**config.mk**
```make
export PLATFORM = sky130hd
export DESIGN_NAME = mux_scan_seq
export DESIGN_NICKNAME = d
export VERILOG_FILES = /design/src/rtl/mux_scan_seq.sv
export SDC_FILE = /design/constraint.sdc
export NUM_CORES = 1
export LEC_CHECK = 0
export CORE_ASPECT_RATIO = 1.5
export CORE_MARGIN = 2
export CORE_UTILIZATION = 30
export DETAILED_ROUTE_END_ITERATION = 8
export DONT_BUFFER_PORTS = 1
export GPL_TIMING_DRIVEN = 1
export PLACE_DENSITY = 0.46
export SLEW_MARGIN = 20
export SYNTH_ARGS = -nofsm -noshare
export SYNTH_HDL_FRONTEND = slang
export SYNTH_SLANG_ARGS = --single-unit
```
**constraint.sdc**
```tcl
create_clock -name clk -period 3.18 [get_ports clk]
set_clock_uncertainty 0.15 [all_clocks]
set_input_delay 0.636 -clock clk [delete_from_list [all_inputs] [get_ports clk]]
set_output_delay 0.636 -clock clk [all_outputs]
set_load 0.01 [all_outputs]
```
**src/rtl/mux_scan_seq.sv**
```systemverilog
// Serializes a 16-bit word by stepping the select of a downstream 16:1 mux and passing its F output to out_bit.
// Optional macro MUX_SCAN_PARITY_EN appends an even-parity bit (state PAR) that carries out_last.

module mux_scan_seq #(
    parameter int unsigned SCAN_DIR = 0
) (
    input  logic        clk,
    input  logic        rst,
    input  logic        in_valid,
    output logic        in_ready,
    input  logic [15:0] in_data,
    output logic [15:0] mux_a,
    output logic [3:0]  mux_s,
    input  logic        mux_f,
    output logic        out_valid,
    input  logic        out_ready,
    output logic        out_bit,
    output logic        out_last,
    output logic        busy
);
    localparam logic [3:0] S_START = (SCAN_DIR == 0) ? 4'd0 : 4'd15;
    localparam logic [3:0] S_END   = (SCAN_DIR == 0) ? 4'd15 : 4'd0;
    // Descending scan adds 15, i.e. -1 modulo 16.
    localparam logic [3:0] S_STEP  = (SCAN_DIR == 0) ? 4'd1 : 4'd15;

`ifdef MUX_SCAN_PARITY_EN
    typedef enum logic [1:0] {IDLE, SCAN, PAR} state_t;
    logic par_bit;
`else
    typedef enum logic [0:0] {IDLE, SCAN} state_t;
`endif

    state_t     state;
    logic       xfer;
    logic [3:0] s_next;

    assign xfer   = out_valid & out_ready;
    assign s_next = mux_s + S_STEP;

    // Zero-latency data path: the mux result goes straight out while scanning.
`ifdef MUX_SCAN_PARITY_EN
    always_comb begin
        out_bit = 1'b0;
        if (state == SCAN) begin
            out_bit = mux_f;
        end else if (state == PAR) begin
            out_bit = par_bit;
        end
    end
`else
    assign out_bit = (state == SCAN) & mux_f;
`endif

    always_ff @(posedge clk) begin
        if (rst) begin
            state     <= IDLE;
            mux_a     <= 16'h0000;
            mux_s     <= S_START;
            in_ready  <= 1'b1;
            out_valid <= 1'b0;
            busy      <= 1'b0;
            out_last  <= 1'b0;
`ifdef MUX_SCAN_PARITY_EN
            par_bit   <= 1'b0;
`endif
        end else begin
            case (state)
                IDLE: begin
                    if (in_valid && in_ready) begin
                        mux_a     <= in_data;
                        mux_s     <= S_START;
                        state     <= SCAN;
                        in_ready  <= 1'b0;
                        out_valid <= 1'b1;
                        busy      <= 1'b1;
                        out_last  <= 1'b0;
`ifdef MUX_SCAN_PARITY_EN
                        par_bit   <= ^in_data;
`endif
                    end
                end
                SCAN: begin
                    if (xfer) begin
                        if (mux_s != S_END) begin
                            mux_s <= s_next;
`ifndef MUX_SCAN_PARITY_EN
                            out_last <= (s_next == S_END);
`endif
                        end else begin
                            mux_s <= S_START;
`ifdef MUX_SCAN_PARITY_EN
                            state    <= PAR;
                            out_last <= 1'b1;
`else
                            state     <= IDLE;
                            in_ready  <= 1'b1;
                            out_valid <= 1'b0;
                            busy      <= 1'b0;
                            out_last  <= 1'b0;
`endif
                        end
                    end
                end
`ifdef MUX_SCAN_PARITY_EN
                PAR: begin
                    if (xfer) begin
                        state     <= IDLE;
                        in_ready  <= 1'b1;
                        out_valid <= 1'b0;
                        busy      <= 1'b0;
                        out_last  <= 1'b0;
                    end
                end
`endif
                default: state <= IDLE;
            endcase
        end
    end

endmodule

```
# Word level (Yosys, flattened, before mapping)
# Index checks and enable logic that the tools add are counted.
[totals] output_inout_bits=25 ff_bits=24 wordCells=38 inputBits=21
[op_classes] n_bitwise=3 reduce_logical=4 n_addsub=1 n_mux=19 n_eq_ne=5
[op_table] op="$mux W4" count=3
[op_table] op="$mux W1" count=11
[op_table] op="$pmux W1 S2" count=4
[op_table] op="$pmux W4 S2" count=1
[op_table] op="$add A4 B1 Y4 const B" count=1
[op_table] op="$eq A4 B4 Y1 const B" count=1
[op_table] op="$ne A2 B2 Y1 const B" count=2
[op_table] op="$ne A4 B4 Y1 const B" count=1
[op_table] op="$reduce_and A2 Y1" count=2
[op_table] op="$reduce_and A3 Y1" count=1
[op_table] op="$and A1 B1 Y1" count=2
[op_table] op="$ne A2 B1 Y1 const B" count=1
[op_table] op="$logic_and A1 B1 Y1" count=1
[op_table] op="$not A1 Y1" count=1

# Longest topological paths before layout
# Gate-level depths: netlist of the first run.
[logic_depth] ltp_word=5 depth_mapped=5 mapped_depth_nobuf=5

# Least setup slack after synthesis of the first run
# No wires, ideal clock.
[synth_timing] kind="in2out" start="input port mux_f" end="output port out_bit" required_time_ns=2.394 path_slack_ns=1.593 n_path_buf=0 arrival_ns=0.801 cell_stages=1 cell_sequence="and2_1"
[synth_via] elab_chain_len=1
[synth_rtl] element="from (decl)" line="14" rtl="input logic mux_f,"
[synth_rtl] element="$and A1 B1 Y1" line="51" rtl="assign out_bit = (state == SCAN) & mux_f;"
[synth_rtl] element="to (decl)" line="17" rtl="output logic out_bit,"
# Every way passes these cells.

# Final worst setup path of the first run
[layout_timing] start="register state" end="output port out_bit"
[layout_via] elab_chain_len=1
[layout_rtl] element="from (decl)" line="33" rtl="state_t state;"
[layout_rtl] element="from (signal assigned)" line="56" rtl="state <= IDLE;"
[layout_rtl] element="from (signal assigned)" line="72" rtl="state <= SCAN;"
[layout_rtl] element="from (signal assigned)" line="95" rtl="state <= IDLE;"
[layout_rtl] element="$and A1 B1 Y1" line="51"
# Every way passes these cells.

==> reports/results.ini, run 1 <==
[cts]
post-cts-setup-buffers = 0
cts_tree = built
clock-sinks = 24
cts_hold_buf = 0
cts_htree_levels = 1
cts_buffers = 3
cts_buffer_depth = 2
clk_pin_slew_ps = 80
cts_resized = 0
clkLatencyLatePin_ps = 260
cts_root_buf = clkbuf_8

[critical_path]
path_buf_inv = 0
crit_chain = and2_1
critical_path_arrival_ps = 890
reg2reg_slack_ps = 1660
critPathSlowestCell = dfxtp_1
worstPathMaxFanout = 6
slowest_delay_ps = 430
start_kind = register
crit_required_ps = 2390
critical-path-top-delay-family = flip-flops
path_class = register to output pin
end_kind = output pin

[route]
drt-total-wl_mm = 2.02
wl_per_cell_um = 13.5
drt_iter0_markers = 24
antenna_left = 0
firstDrtPassIters = 4
drc_errors = 0
viasPerCell = 4.84
dr_total_vias = 726

[hold_path]
hp-class = primary input to register

[cells_and_area]
drive_above_1_share_pct = 5.41
antenna_cells = 0
nets = 135
area_growth_pct = 8.29
design_area_um2 = 997
regArea_um2 = 480
fill_cells = 332
multi_input_area_um2 = 402

[floorplanning]
die_area_um2 = 3540
fp.coreArea_um2 = 2910
initial_core_util_pct = 31.6
ios = 46
rows = 24
dieWidth_um = 49.2
die_h_um = 71.9

[pwr]
power_uw = 582
ir_worst_vdd_mv = 0.328
p_per_area_nw_per_um2 = 584
leakage_nw = 0.366

[synthesis]
synthCells = 112
synthDistinctLibCells = 23
yosysSeqAreaShare_pct = 52.2
synth.avg_cell_area_um2 = 8.22
ys_seq_elements = 24
syn-num-nets = 135
synthesis.area_um2 = 921
yosysWarnings = 0

[global_routing]
grt_pass1_wl_mm = 3.17
grt_pass1_vias = 730
track_usage_pct = 11.3
grt_antenna_before_repair = 0
grt_max_degree = 25
overflow = 0

[placed_design]
place.gp.congestion = 0.712
hpwl_mm = 1.45
port_buffers = 0
dpl_cell_area_um2 = 942

[timing]
setup_violations = 0
hold_viol = 0
rsz0062_at_grt = no
setup_tns_ps = 0
fin_crit_ps = 1680
finalMaxSlewViolations = 0
period_share_pct = 52.9
max_slew_margin_pct = 58.4
fmax_mhz = 595
worst_slew_pin_slew_ps = 623

[run_status]
status = finished clean

[run]
maxCapViolations = 0

cell type report:
cell class,instances,area share (%)
sequential,24,48.2
multi-input combinational,81,40.3
clock buffer,4,5.52
tap,39,4.89
timing repair buffer,1,0.753
inverter,1,0.376
report_power, final:
group          switching, mW  internal [mW]
registers             0.0219          0.317
logic                 0.0257         0.0155
clock network         0.0910          0.110
cell usage in the layout (no fill, tap or decap), types with 2 or more instances in the layout:
master,n
a21oi_1,20
nor2_1,6
nand4_1,2
and2_1,2
nand3_1,4
ha_1,2
clkbuf_8,4
nand2_1,34
dfxtp_1,24
cells by family (layout without fill, tap and decap cells):
group           Yosys count  count (layout)  synth area share (%)
simple gates             52              52                  23.9
xor+xnor                  2               2                  1.90
buf+inv                   7               6                  4.21
flops                    24              24                  52.2
mux                       1               1                  1.09
compound gates           24              24                  14.0
fa+ha+maj                 2               2                  2.72
synth_stat cells:
| library cell | number | area (um^2) |
|---|---|---|
| clkbuf_1 | 2 | 7.51 |
| nor2_1 | 6 | 22.5 |
| o21ai_0 | 1 | 5.00 |
| a21oi_1 | 20 | 100 |
| nand2_1 | 34 | 128 |
| nand3_1 | 4 | 20.0 |
| xnor2_1 | 1 | 8.76 |
| buf_2 | 1 | 5.00 |
| a22oi_1 | 1 | 7.51 |
| nor2b_1 | 1 | 6.26 |
| buf_4 | 3 | 22.5 |
| mux2i_1 | 1 | 10.0 |
| inv_1 | 1 | 3.75 |
| nand4_1 | 2 | 12.5 |
| a211o_1 | 1 | 8.76 |
| dfxtp_1 | 24 | 480 |
| xor2_1 | 1 | 8.76 |
| nor2_2 | 1 | 6.26 |
| and2_1 | 2 | 12.5 |
| ha_1 | 2 | 25.0 |
| nand3b_1 | 1 | 7.51 |
| o21a_1 | 1 | 7.51 |
| nor3_1 | 1 | 5.00 |
routing by layer:
| metal | GRT usage [%] | share of wire (%) |
|---|---|---|
| met5 | 0 | 0 |
| met1 | 11.9 | 39 |
| met3 | 2.92 | 7.6 |
| met2 | 20.3 | 52 |
| met4 | 5.71 | 0.84 |
final timing paths:
check	from	depth (start not counted)	end
setup / recovery	state	1	out_bit
hold / removal	rst	1	mux_a[4]
setup reg to reg	in_ready	4	mux_a[12]
hold reg to reg	mux_a[4]	2	mux_a[4]
per-stage QoR:
stage	hold slack (ps)	utilization [%]	setup WS (ps)	std cells
4_1_cts	271	34.2	1480	150
3_3_place_gp	336	32.3	1550	146
6_report	283	34.2	1500	150
5_1_grt	267	34.2	1440	150
3_5_place_dp	340	32.3	1500	146
2_1_floorplan	320	-	1590	112
sequential cells by signal, summed over array words and instances (netlist names):
register,cells
busy,1
in_ready,1
mux_a,16
mux_s,4
state,1
out_last,1
(Power assumes the default switching activity.)
==> run 2, diff against run 1 <==
PLACE_DENSITY = 0.47   (was 0.46)
clock period = 1.5 ns   (was 3.18 ns; I/O delays follow)
==> reports/results.ini, run 2 (synthesis gave the netlist of run 1 again) <==
[run_status]
status = finished with violations  ; was finished clean
violations = negative hold slack

[cells_and_area]
nets = 142  ; was 135
drive_above_1_share_pct = 11.9  ; was 5.41%
antenna_cells = 0  ; unchanged
area_growth_pct = 17.4  ; was 8.29%
fill_cells = 322  ; was 332
top_regs = mux_a (16), mux_s (4)  ; unchanged
mostFrequentLayoutCell = nand2_1  ; unchanged
regMostFlops = mux_a  ; unchanged
largest_reg_flops = 16  ; unchanged
final_cell_mix = nand2_1, dfxtp_1, a21oi_1  ; unchanged
design_area_um2 = 1080  ; was 997 um^2

[pwr]
ir_worst_vdd_mv = 0.534  ; was 0.328 mV
leakage_nw = 0.416  ; was 0.366 nW
p_per_area_nw_per_um2 = 1290  ; was 584 nW/um^2

[global_routing]
busiest_layer = met2  ; unchanged
grt_max_degree = 25  ; unchanged
overflow = 0  ; unchanged
grt_util_met1_pct = 12.2  ; was 11.9%
grt_pass1_wl_mm = 3.24  ; was 3.17 mm
track_usage_pct = 12.0  ; was 11.3%
grt_pass1_vias = 714  ; was 730
grt_use_met2_pct = 21.9  ; was 20.3%
met3_usage_pct = 3.54  ; was 2.92%
grt_antenna_before_repair = 0  ; unchanged

[cts]
cts_root_buf = clkbuf_8  ; unchanged
cts_buffer_depth = 2  ; unchanged
clkLatencyLatePin_ps = 260  ; about the same
cts_tree = built  ; unchanged
clk_pin_slew_ps = 90  ; was 80 ps
clock-sinks = 24  ; unchanged
cts_htree_levels = 1  ; unchanged
cts_buffers = 3  ; unchanged

[floorplanning]
fp.coreArea_um2 = 2910  ; unchanged
die_area_um2 = 3540  ; unchanged
die_h_um = 71.9  ; unchanged
ios = 46  ; unchanged
rows = 24  ; unchanged
initial_core_util_pct = 31.6  ; unchanged
dieWidth_um = 49.2  ; unchanged

[timing]
period_share_pct = 89.7
finalMaxSlewViolations = 0  ; unchanged
fin_crit_ps = 1340
setup_tns_ps = 0  ; unchanged
worst_slew_pin_slew_ps = 245  ; was 623 ps
hold_viol = 24  ; was 0
setup_violations = 0  ; unchanged
fmax_mhz = 744
hold-worst-slack_ps = -51.5  ; was 283 ps
max_slew_margin_pct = 83.7  ; was 58.4%
rsz0062_at_grt = no  ; unchanged

[critical_path]
path_class = register to register  ; was register to output pin
crit_required_ps = 1510  ; was 2390 ps
worstPathMaxFanout = 6  ; unchanged
end_kind = register  ; was output pin
critical_path_arrival_ps = 1350  ; was 890 ps
start_kind = register  ; unchanged

[route]
viasPerCell = 4.68  ; was 4.84
drt_iter0_markers = 15  ; was 24
antenna_left = 0  ; unchanged
firstDrtPassIters = 4  ; unchanged
drt-total-wl_mm = 2.05  ; was 2.02 mm
drc_errors = 0  ; unchanged
wl_per_cell_um = 13.0  ; was 13.5 um
dr_total_vias = 734  ; was 726

[placed_design]
hpwl_mm = 1.54  ; was 1.45 mm
place.gp.congestion = 0.851  ; was 0.712
dpl_cell_area_um2 = 1010  ; was 942 um^2
port_buffers = 0  ; unchanged

[run]
maxCapViolations = 0  ; unchanged

[hold_path]
hp-class = primary input to register  ; unchanged

==> run 2: power breakdown <==
| part | leakage, nW | internal [mW] | switching [mW] |
|---|---|---|---|
| clock network | 0.0357 | 0.356 | 0.203 |
| registers | 0.196 | 0.673 | 0.0368 |
| logic | 0.184 | 0.0526 | 0.0669 |
==> run 2: what timing repair did <==
item	in CTS	in global routing
gates resized for setup	0	1
buffers inserted	0	0
endpoints found under the hold margin	24	24
endpoints found under the setup margin	0	1
==> run 2: final cells by class <==
| class | count | area, um^2 | share of cell area, % |
|---|---|---|---|
| sequential | 24 | 480 | 44.4 |
| multi-input combinational | 81 | 404 | 37.4 |
| timing repair buffer | 8 | 72.6 | 6.71 |
| tap | 39 | 48.8 | 4.51 |
| clock buffer | 3 | 41.3 | 3.82 |
| clock inverter | 1 | 30.0 | 2.78 |
| inverter | 1 | 3.75 | 0.347 |
==> run 2: worst max-delay path: stages (launching register included) <==
cell and delay [ps]:
dfxtp_1 420, nand3_1 190, and2_1 250, a22oi_1 180
nor2_1 50
==> run 2: path summary, 6_finish.rpt <==
kind / start / depth (start not counted) / end / slack, ps
hold reg to reg: mux_a[3] / 2 / mux_a[3] / 350
hold / removal: rst / 1 / mux_a[11] / -50
setup reg to reg: state / 4 / mux_s[3] / 160
setup / recovery: state / 4 / mux_s[3] / 160
==> run 2: metal layers <==
| metal | vias to the layer above | wire, um |
|---|---|---|
| met5 | - | 0 |
| met4 | 0 | 19 |
| met3 | 2 | 151 |
| met2 | 27 | 1070 |
| met1 | 325 | 801 |
| li1 | 380 | - |
==> run 2: through the flow <==
step	util (%)	instances	setup slack, ps	total power [mW]	hold WS (ps)
final	37.1	157	155	1.39	-51.5
after global routing	37.1	157	15.9	1.46	-75.9
after CTS	37.0	157	100	1.41	-68.7
after detailed placement	34.6	153	122	0.848	225
after global placement	34.6	153	161	0.844	222
after floorplan	-	112	149	0.814	219
